<file path="src/rtl/sprite_pkg.sv">
// Types and helpers shared by the sprite rendering blocks.
// Coordinates are carried at 11 bits so that position + extent never wraps.
package sprite_pkg;

  typedef enum logic {
    IDLE,
    RUN
  } anim_state_t;

  typedef logic [10:0] coord_t;

  function automatic int frame_size(input int w, input int h);
    return w * h;
  endfunction

endpackage

</file>
<file path="src/rtl/sprite_frame_seq.sv">
// Animation frame sequencer: steps through the strip on frame_tick while
// the object moves, and latches facing once per video frame.
module sprite_frame_seq
  import sprite_pkg::*;
#(
  parameter int NUM_FRAMES = 4,
  parameter int FRAME_HOLD = 6,
  parameter int FIDX_W     = 2
) (
  input  logic              Clk,
  input  logic              Reset,
  input  logic              frame_tick,
  input  logic              moving,
  input  logic              direction,
  output logic [FIDX_W-1:0] frameIdx,
  output logic              dirLatched
);

  localparam int HOLD_W =
    (FRAME_HOLD > 1) ? $clog2(FRAME_HOLD) : 1;
  localparam logic [HOLD_W-1:0] HOLD_LAST =
    HOLD_W'(FRAME_HOLD - 1);
  localparam logic [FIDX_W-1:0] FIDX_LAST =
    FIDX_W'(NUM_FRAMES - 1);

  anim_state_t       r_state;
  anim_state_t       w_state_nxt;
  logic [HOLD_W-1:0] r_hold;
  logic [HOLD_W-1:0] w_hold_nxt;
  logic [FIDX_W-1:0] r_fidx;
  logic [FIDX_W-1:0] w_fidx_nxt;
  logic              r_dir;

  always_ff @(posedge Clk) begin
    if (Reset) r_state <= IDLE;
    else       r_state <= w_state_nxt;
  end

  always_comb begin
    w_state_nxt = r_state;
    if (frame_tick) begin
      unique case (r_state)
        IDLE: if (moving)  w_state_nxt = RUN;
        RUN:  if (!moving) w_state_nxt = IDLE;
      endcase
    end
  end

  // Entering RUN, leaving RUN and idling all restart at frame 0.
  always_comb begin
    w_hold_nxt = r_hold;
    w_fidx_nxt = r_fidx;
    if (frame_tick) begin
      if (r_state == RUN && moving) begin
        if (r_hold == HOLD_LAST) begin
          w_hold_nxt = '0;
          w_fidx_nxt = (r_fidx == FIDX_LAST) ?
                       '0 : r_fidx + 1'b1;
        end else begin
          w_hold_nxt = r_hold + 1'b1;
        end
      end else begin
        w_hold_nxt = '0;
        w_fidx_nxt = '0;
      end
    end
  end

  always_ff @(posedge Clk) begin
    if (Reset) begin
      r_hold <= '0;
      r_fidx <= '0;
      r_dir  <= 1'b0;
    end else begin
      r_hold <= w_hold_nxt;
      r_fidx <= w_fidx_nxt;
      if (frame_tick) r_dir <= direction;
    end
  end

  assign frameIdx   = r_fidx;
  assign dirLatched = r_dir;

endmodule

</file>
<file path="src/rtl/sprite_anim_addr.sv">
// Animated sprite ROM address generator: hit test, optional mirroring
// and strip addressing, registered once toward the ROM.
module sprite_anim_addr
  import sprite_pkg::*;
#(
  parameter int SPRITE_W    = 68,
  parameter int SPRITE_H    = 34,
  parameter int NUM_FRAMES  = 4,
  parameter int FRAME_HOLD  = 6,
  parameter int BASE_OFFSET = 0,
  parameter int LEFT_OFFSET = 9248,
  parameter int MIRROR_MODE = 1,
  parameter int ADDR_W      = 21,
  localparam int FIDX_W =
    (NUM_FRAMES > 1) ? $clog2(NUM_FRAMES) : 1
) (
  input  logic              Clk,
  input  logic              Reset,
  input  logic              frame_tick,
  input  logic              moving,
  input  logic              direction,
  input  logic [9:0]        DrawX,
  input  logic [9:0]        DrawY,
  input  logic [9:0]        PosX,
  input  logic [9:0]        PosY,
  output logic              spriteOn,
  output logic [ADDR_W-1:0] spriteAddress,
  output logic [FIDX_W-1:0] frameIdx
);

  localparam int FRAME_SZ = frame_size(SPRITE_W, SPRITE_H);
  localparam coord_t W11 = coord_t'(SPRITE_W);
  localparam coord_t H11 = coord_t'(SPRITE_H);

  logic [FIDX_W-1:0] w_fidx;
  logic              w_dir;
  coord_t            w_dx;
  coord_t            w_dy;
  coord_t            w_px;
  coord_t            w_py;
  coord_t            w_col;
  coord_t            w_row;
  coord_t            w_col_m;
  logic              w_hit;
  logic [ADDR_W-1:0] w_addr;
  logic              r_on;
  logic [ADDR_W-1:0] r_addr;

  sprite_frame_seq #(
    .NUM_FRAMES (NUM_FRAMES),
    .FRAME_HOLD (FRAME_HOLD),
    .FIDX_W     (FIDX_W)
  ) u_seq (
    .Clk        (Clk),
    .Reset      (Reset),
    .frame_tick (frame_tick),
    .moving     (moving),
    .direction  (direction),
    .frameIdx   (w_fidx),
    .dirLatched (w_dir)
  );

  assign w_dx = {1'b0, DrawX};
  assign w_dy = {1'b0, DrawY};
  assign w_px = {1'b0, PosX};
  assign w_py = {1'b0, PosY};

  assign w_hit = (w_dx >= w_px) && (w_dx < w_px + W11) &&
                 (w_dy >= w_py) && (w_dy < w_py + H11);

  assign w_col   = w_dx - w_px;
  assign w_row   = w_dy - w_py;
  assign w_col_m = (MIRROR_MODE != 0 && w_dir) ?
                   W11 - 11'd1 - w_col : w_col;

  // Constant-operand products only; no variable x variable multiply.
  always_comb begin
    w_addr = ADDR_W'(BASE_OFFSET)
           + ADDR_W'(FRAME_SZ * int'(w_fidx))
           + ADDR_W'(SPRITE_W * int'(w_row))
           + ADDR_W'(w_col_m);
    if (MIRROR_MODE == 0 && w_dir)
      w_addr = w_addr + ADDR_W'(LEFT_OFFSET);
  end

  always_ff @(posedge Clk) begin
    if (Reset) begin
      r_on   <= 1'b0;
      r_addr <= '0;
    end else begin
      r_on   <= w_hit;
      r_addr <= w_hit ? w_addr : '0;
    end
  end

  assign spriteOn      = r_on;
  assign spriteAddress = r_addr;
  assign frameIdx      = w_fidx;

endmodule

</file>
<file path="config.mk">
export PLATFORM = sky130hd
export DESIGN_NAME = sprite_anim_addr
export DESIGN_NICKNAME = d
export VERILOG_FILES = /design/src/rtl/sprite_pkg.sv /design/src/rtl/sprite_frame_seq.sv /design/src/rtl/sprite_anim_addr.sv
export SDC_FILE = /design/constraint.sdc
export NUM_CORES = 1
export LEC_CHECK = 0
export ABC_AREA = 0
export CELL_PAD_IN_SITES_DETAIL_PLACEMENT = 1
export CELL_PAD_IN_SITES_GLOBAL_PLACEMENT = 2
export CORE_ASPECT_RATIO = 1.5
export CORE_MARGIN = 2
export CORE_UTILIZATION = 35
export DETAILED_ROUTE_END_ITERATION = 10
export MAX_ROUTING_LAYER = met4
export PLACE_DENSITY_LB_ADDON = 0.1
export SLEW_MARGIN = 20
export SYNTH_ARGS = -nofsm -noshare
export SYNTH_HDL_FRONTEND = slang
export SYNTH_HIERARCHICAL = 1
export SYNTH_SLANG_ARGS = --single-unit
</file>
<file path="constraint.sdc">
create_clock -name Clk -period 13.6 [get_ports Clk]
set_input_delay 2.72 -clock Clk [delete_from_list [all_inputs] [get_ports Clk]]
set_output_delay 2.72 -clock Clk [all_outputs]
set_load 0.05 [all_outputs]
</file>
* After elaboration in Yosys (flattened, before gate mapping) *
Cells that the tools add are included.

cells by class
  $add $sub $neg = 9
  multipliers = 2
  magnitude comparators = 4
  equality and inequality tests = 3
  mux-type cells = 7
  bitwise operators = 1
  reduce and logical (&&, ||, !) cells = 6

operators with widths
  kind                                                                  count
  10-bit by 11-bit < comparator with 1-bit output                       2
  10-bit by 10-bit subtractor with 11-bit output                        2
  19-bit by 11-bit adder with 20-bit output                             1
  10-bit greater-or-equal comparator                                    2
  14-bit by 18-bit adder with 19-bit output                             1
  5-bit by 11-bit multiplier with 16-bit output (first input constant)  1
  10-bit by 6-bit adder with 11-bit output (second input constant)      1
  10-bit by 7-bit adder with 11-bit output (second input constant)      1
  9-bit by 2-bit multiplier with 11-bit output (first input constant)   1
  11-bit 2-to-1 mux                                                     1
  7-bit by 11-bit subtractor with 11-bit output (first input constant)  1
  2-bit 2-to-1 mux                                                      3
  3-bit 2-to-1 mux                                                      2
  1-bit logical AND                                                     4
  3-bit by 1-bit adder with 3-bit output (second input constant)        1
  3-bit equality test (second input constant)                           1
  2-bit by 1-bit adder with 2-bit output (second input constant)        1
  2-bit equality test (second input constant)                           1
  2-bit inequality test (second input constant)                         1
  2-bit AND reduction                                                   1
  2-bit OR reduction                                                    1
  1-bit 2-to-1 mux                                                      1
  1-bit inverter                                                        1

word-level totals
  register bits = 29
  input port bits = 45
  output and inout port bits = 24
  word-level logic and storage cells = 38

* Logic depth before layout (Yosys ltp) *
Gate-level depths: netlist (run 1).

  depth in word-level cells = 7
  depth in mapped cells = 24
  depth with buffers taken out = 24

* Modules after synthesis *
Netlist (run 1), hierarchy kept.

modules (own cells, without submodules)
  module            times used  cells each  area an instance (um2)  sequential area each (um2)
  sprite_anim_addr  1           434         3568.4                  400.4
  sprite_frame_seq  1           35          334.1                   140.1

* Worst setup path before layout (run 1) *
No wires, ideal clock.

  path type = input-to-reg
  from = input port DrawY[0]
  to = register r_addr[16] (netlist: spriteAddress[16])
  library setup time = 122 ps
  arrival time = 6894 ps
  data required time = 13478 ps
  path slack = 6585 ps
  cell stages on the path = 23
  path buffers = 0
  cell sequence = inv_1 ha_1 inv_1 fa_1 a211oi_2 nor2_2 o21a_1 nor2_1 xnor2_1 ha_1 inv_1 fa_1 inv_1 fa_1 ha_1 or3_1 o21ai_0 o31ai_1 o21ai_0 nand2b_1 a21oi_1 nand3_1 o311a_1

on the way
  cells in the longest elaborated chain, start to end = 5
  elaborated cells between the ends (all ways) = 10
  those cells by class = add/sub (3); mul (1); order compare (2); bitwise (1); reduce/logical (3)

ends and longest elaborated chain
  what                                                                               RTL line                text
  from (decl)                                                                        sprite_anim_addr.sv:23  input logic [9:0] DrawY,
  branches (longest 5 deep; another with 19-bit by 11-bit adder with 20-bit output)  n/a
  to (signal assigned)                                                               sprite_anim_addr.sv:92  r_addr <= w_hit ? w_addr : '0;
  to (decl)                                                                          sprite_anim_addr.sv:47  logic [ADDR_W-1:0] r_addr;

Several ways; the timed one is not identified.
A chain may end at the register's enable or synchronous reset.

* Worst setup path in the final report (run 1) *
  from = input port PosY[1]
  to = register r_addr[16] (netlist: spriteAddress[16])

on the way
  cells in the longest elaborated chain, start to end = 5
  elaborated cells between the ends (all ways) = 11
  those cells by class = add/sub (4); mul (1); order compare (2); bitwise (1); reduce/logical (3)

ends and longest elaborated chain
  what                                                                               RTL line                text
  from (decl)                                                                        sprite_anim_addr.sv:25  input logic [9:0] PosY,
  branches (longest 5 deep; another with 19-bit by 11-bit adder with 20-bit output)  n/a

Several ways; the timed one is not identified.

==> results of run 1 <==
kinds of logic (layout without fill, tap and decap cells):
family / after synthesis / after routing
AO/OA/AOI/OAI: 123 / 123
AND/OR/NAND/NOR: 127 / 127
XOR/XNOR: 45 / 45
other: 1 / 3
flip-flops: 27 / 27
multiplexers: 5 / 5
buffers and inverters: 58 / 119
adder cells (fa/ha/maj): 83 / 83
worst max-delay path, cell delays in order:
cell and delay (ps):
clkdlybuf4s50_1 560, inv_1 120, ha_1 330, nor2b_1 160, o21ai_1 130, nand3_1 200
xor2_1 280, ha_1 280, ha_1 230, inv_1 80, fa_1 420, inv_1 90
fa_1 420, ha_1 250, or3_1 360, o21ai_0 120, o31ai_1 130, o21ai_0 200
nand2b_1 70, a21oi_1 270, nand3_1 120, o311a_1 140
final timing paths:
kind,start,to,slack [ps],cells after the start
worst max-delay path,PosY[1],spriteAddress[16]$_SDFF_PP0_,6070,22
worst min-delay path,u_seq/r_hold[1]$_SDFFE_PP0P_,u_seq/r_hold[1]$_SDFFE_PP0P_,530,1
worst max register to register,u_seq/dirLatched$_SDFFE_PP0P_,spriteAddress[17]$_SDFF_PP0_,10090,13
worst min register to register,u_seq/r_hold[1]$_SDFFE_PP0P_,u_seq/r_hold[1]$_SDFFE_PP0P_,530,1
per-stage QoR:
step / setup slack, ps / hold slack [ps]
6_report: 6070 / 532
3_5_place_dp: 5740 / 504
4_1_cts: 6020 / 519
5_1_grt: 5530 / 555
2_1_floorplan: 6580 / 469
3_3_place_gp: 5830 / 504
registers in the layout, summed over array words and instances, names as in the netlist:
name	cells
spriteAddress	19
spriteOn	1
u_seq/dirLatched	1
u_seq/frameIdx	2
u_seq/r_hold	3
u_seq/r_state	1
report_power, final:
group	internal [µW]	switching, µW	total (µW)
clock	40.3	30.9	71.3
sequential	83.6	1.97	85.6
combinational	201	258	459
layout by cell type (no fill, tap or decap), drive strengths merged, types with 4 or more instances in the layout:
master | Yosys | final
nor3 | 16 | 16
xor2 | 14 | 14
and3 | 8 | 8
nor2b | 6 | 6
fa | 8 | 8
a21o | 13 | 13
and2 | 5 | 5
mux2i | 4 | 4
o21bai | 5 | 5
dfxtp | 27 | 27
or3 | 6 | 6
nor2 | 35 | 35
inv | 48 | 48
nand3 | 14 | 14
nand2 | 17 | 17
a211oi | 10 | 10
o21a | 11 | 11
o21ai | 27 | 27
clkdlybuf4s50 | 0 | 66
a21oi | 26 | 26
clkbuf | 1 | 4
ha | 74 | 74
o31ai | 4 | 4
xnor2 | 31 | 31
nand2b | 5 | 5
final cells by class:
class / count / area, µm² / share of cell area (%)
repair buffers: 66 / 661 / 13.9
multi-input cells: 386 / 3110 / 65.4
well taps: 147 / 184 / 3.87
flip-flops and latches: 27 / 541 / 11.4
inverters: 49 / 184 / 3.87
clock buffers: 4 / 78.8 / 1.66
per-layer routing:
layer	vias to the layer above	share of wire, %	track usage (%)
li1	1804	-	-
met1	1767	34	16.9
met2	41	63	42.6
met3	10	1.4	1.30
met4	0	1.5	4.96
met5	-	0	-
==> results.toml, run 1 <==
[detailed_routing]
via_count = 3622
drt_wl_total_um = 10800
route.detailed.drc = 0
ant_nets = 0
drt_iter0_drc = 66
wl_per_cell_um = 16.0
via_per_inst = 5.33
drt_first_pass_iters = 3

[status]
status = "finished, final reports clean"

[yosys]
yosysMostFrequentCell = "ha_1"
syn_inst = 469
synth_area_leaders = "ha_1 (24%), dfxtp_1 (14%), xnor2_1 (7.0%)"
synth.largest_area_cell = "ha_1"
yosys_register_bits = 27
synth-xor-area-share_pct = 10.5
postSynthAreaPerCell_um2 = 8.32
synth_top_family_by_area = "adder cells"
ys_warn_count = 6
synth-async-reset-ratio_pct = 0
synthTopCellsByCount = "ha_1 (74), inv_1 (48), nor2_1 (33), xnor2_1 (31), dfxtp_1 (27)"
ys_seq_area_share_pct = 13.9
synth_edf_count = 0
netlist.area_leader.share_pct = 23.7
synth_fa_ha_area_share_pct = 28.1
synth-simple-area-share_pct = 17.4
syn-cell-area_um2 = 3900
synth-compound-area-share_pct = 22.1
synth_ff_type = "dfxtp_1"
muxShareOfSynthArea_pct = 1.31
ys_types = 73

[place]
dp.cells = 675
numPortBuffers = 66
place.gp.congestion = 0.834
dpl.hpwl_um = 9550
placed_area_um2 = 4680

[timing]
hold_viol_final = 0
max_freq_mhz = 133
tns_ps = 0
maxSlewViolCount = 0
period_needed_ps = 7530
max_slew.worst_pin.slew_ps = 701
slew_headroom_pct = 52.7
rsz0062_at_grt = "false"
setup_viol = 0
period_share_pct = 55.4
finalClockSkew_ps = 11.3

[floorplanning]
fp-row-count = 47
ios = 69
initial_core_util_pct = 35.7
core_um2 = 10900
die_h_um = 133
fp.dieArea_um2 = 12000
die_w_um = 90.2

[setup_path]
cp_data_arrival_time_ps = 7700
crit_fanout = 5
criticalPathCategory = "in2reg"
critPathLaunchType = "input pin"
cp_data_required_time_ps = 13770
worstSetupEndpointType = "flip-flop"

[cells_and_area]
diodes = 0
stdcell_area_um2 = 4760
drive_above_1_share_pct = 4.51
area_growth_pct = 21.9
final_cells = 679
nNetsFinal = 660
fillers = 1348
utilization_pct = 43.5

[clocking]
cts_tree = "built"
clk_latency_ps = 270
cts_sinks = 27
cts.path.max_buffers = 2
numCtsBuffers = 3
post_cts_resized = 0
htree_num_levels = 1
clk_pin_slew_ps = 80
postCtsSetupBuffers = 0
cts_hold_buf = 0
cts-root-buf = "clkbuf_16"

[global_routing]
first_global_vias = 3978
overflow = 0
grt_max_degree = 18
antenna_found_initial = 0
grt.total_usage_pct = 19.3
grt_pass1_wl_um = 18400

[worst_hold_path]
hp-class = "reg2reg"

[pwr]
ir_drop_v = 0.0000515
total_power_uw = 616
leakagePower_uw = 0.00210
power_density_nw_per_um2 = 129

[job]
drv.max_cap_violation_count = 0
(Power assumes the default switching activity.)
==> run 2: changes to the inputs <==
- CORE_UTILIZATION: 35 -> 32
- clock period: 13.6 -> 7 ns (I/O delays scaled with it)
==> results.toml, run 2 (same netlist as run 1, synthesis figures left out) <==
[detailed_routing]
via_count = 3580
via_per_inst = 5.22
drt_iter0_drc = 51
ant_nets = 0
drt_first_pass_iters = 4
drt_wl_total_um = 10600
wl_per_cell_um = 15.5
route.detailed.drc = 0

[floorplanning]
ios = 69
fp-row-count = 49
die_h_um = 139
initial_core_util_pct = 32.6
core_um2 = 12000
fp.dieArea_um2 = 13100
die_w_um = 94.2

[timing]
period_share_pct = 89.4
rsz0062_at_grt = "false"
setup_viol = 0
tns_ps = 0
max_freq_mhz = 160
maxSlewViolCount = 0
period_needed_ps = 6260
finalClockSkew_ps = 3.43
hold_viol_final = 0
slew_headroom_pct = 52.6
max_slew.worst_pin.slew_ps = 702

[cells_and_area]
area_growth_pct = 22.3
largest_register_ffs = 19
stdcell_area_um2 = 4770
final_common_cell = "ha_1"
diodes = 0
nNetsFinal = 661
drive_above_1_share_pct = 4.69
fillers = 1462
mostFrequentLayoutCells = "ha_1 (74), clkdlybuf4s50_1 (66), inv_1 (48)"

[worst_hold_path]
whs_path_depth = 1
min_delay_worst_endpoint = "u_seq/r_hold[1]$_SDFFE_PP0P_"
hp-class = "reg2reg"
min_from = "u_seq/r_hold[1]$_SDFFE_PP0P_"

[global_routing]
grt.total_usage_pct = 17.2
overflow = 0
grt_pass1_wl_um = 17700
antenna_found_initial = 0
grt_max_degree = 18
first_global_vias = 3842

[setup_path]
criticalPathCategory = "in2reg"
r2r-end = "spriteAddress[17]$_SDFF_PP0_"
crit_path_frequent_cell = "ha_1"
path_cells = "clkdlybuf4s50_1, ha_1, inv_1, fa_1, a211oi_2, nor2_2, o21a_1, nor2_1, xnor2_1, ha_1, ha_1, a21o_1, a211oi_1, nor2_1, ha_1, ha_1, and2_1, o21ai_0, o31ai_1, o21ai_0, nand2b_1, a21oi_1, xor2_1, nor2_1"
crit_path_max_incr_delay_ps = 460
reg2reg_slack_ps = 3470
critPathLaunchType = "input pin"
crit_fanout = 5
worstSetupEndpointType = "flip-flop"
rr_worst_depth = 13
cpMaxStageDelayCell = "clkdlybuf4s50_1"
r2r_start = "u_seq/dirLatched$_SDFFE_PP0P_"
cp_data_arrival_time_ps = 6390
cp_data_required_time_ps = 7130

[pwr]
power_density_nw_per_um2 = 250
total_power_uw = 1190
leakagePower_uw = 0.00210
ir_drop_v = 0.0000968

[clocking]
numCtsBuffers = 3
cts_tree = "built"
postCtsSetupBuffers = 0
clk_latency_ps = 270
cts.path.max_buffers = 2
cts-root-buf = "clkbuf_16"
post_cts_resized = 0
cts_hold_buf = 0
htree_num_levels = 1
cts_sinks = 27
clk_pin_slew_ps = 70

[place]
numPortBuffers = 66
placed_area_um2 = 4690
dpl.hpwl_um = 9350
place.gp.congestion = 0.880

[job]
drv.max_cap_violation_count = 0

[status]
status = "finished, final reports clean"
## run 2: cell count changes in the layout (fill, tap and decap cells not counted), sizes merged
cell | previous run | this run
buf | 0 | 1
## run 2: per-stage QoR
stage	hold WS (ps)	setup WS [ps]	cells	utilization (%)
2_1_floorplan	469	1300	471	-
4_1_cts	532	723	686	39.9
3_3_place_gp	502	525	682	39.3
3_5_place_dp	526	452	682	39.3
6_report	539	744	686	39.9
5_1_grt	552	265	686	39.9
## run 2: where the power goes
| part | internal [µW] | total (µW) | switching (µW) |
|---|---|---|---|
| registers | 162 | 166 | 3.71 |
| clock network | 78.3 | 137 | 58.9 |
| logic | 393 | 892 | 498 |
## run 2: worst max-delay path by stage
stage | from | to | slack, ps | depth (start not counted)
3_5_place_dp | PosY[0] | spriteAddress[16]$_SDFF_PP0_ | 450 | 24
4_1_cts | PosY[0] | spriteAddress[16]$_SDFF_PP0_ | 720 | 24
6_report | PosY[0] | spriteAddress[14]$_SDFF_PP0_ | 740 | 24
5_1_grt | DrawY[0] | spriteAddress[14]$_SDFF_PP0_ | 270 | 25
2_1_floorplan | DrawY[0] | spriteAddress[16]$_SDFF_PP0_ | 1300 | 23
3_3_place_gp | PosY[1] | spriteAddress[14]$_SDFF_PP0_ | 520 | 22
## run 2: final cells by class
type | count | area, µm² | share of cell area, %
Clock buffer | 4 | 78.8 | 1.65
Inverter | 49 | 184 | 3.85
Multi-Input combinational cell | 386 | 3110 | 65.2
Sequential cell | 27 | 541 | 11.3
Tap cell | 153 | 191 | 4.01
Timing Repair Buffer | 67 | 668 | 14.0
## run 2: metal layers
layer / vias up / routed length [µm] / global-route usage, %
met5: - / 0 / -
met4: 0 / 187 / 4.20
met3: 10 / 185 / 1.52
met2: 40 / 6410 / 36.1
met1: 1720 / 3850 / 15.8
li1: 1810 / - / -
## run 2: worst max-delay path, delay by kind of cell
kind / cells / cell delay, ps
buf+inv: 2 / 530
simple gates: 6 / 600
xor+xnor: 2 / 360
fa+ha+maj: 6 / 1900
compound gates: 8 / 1600
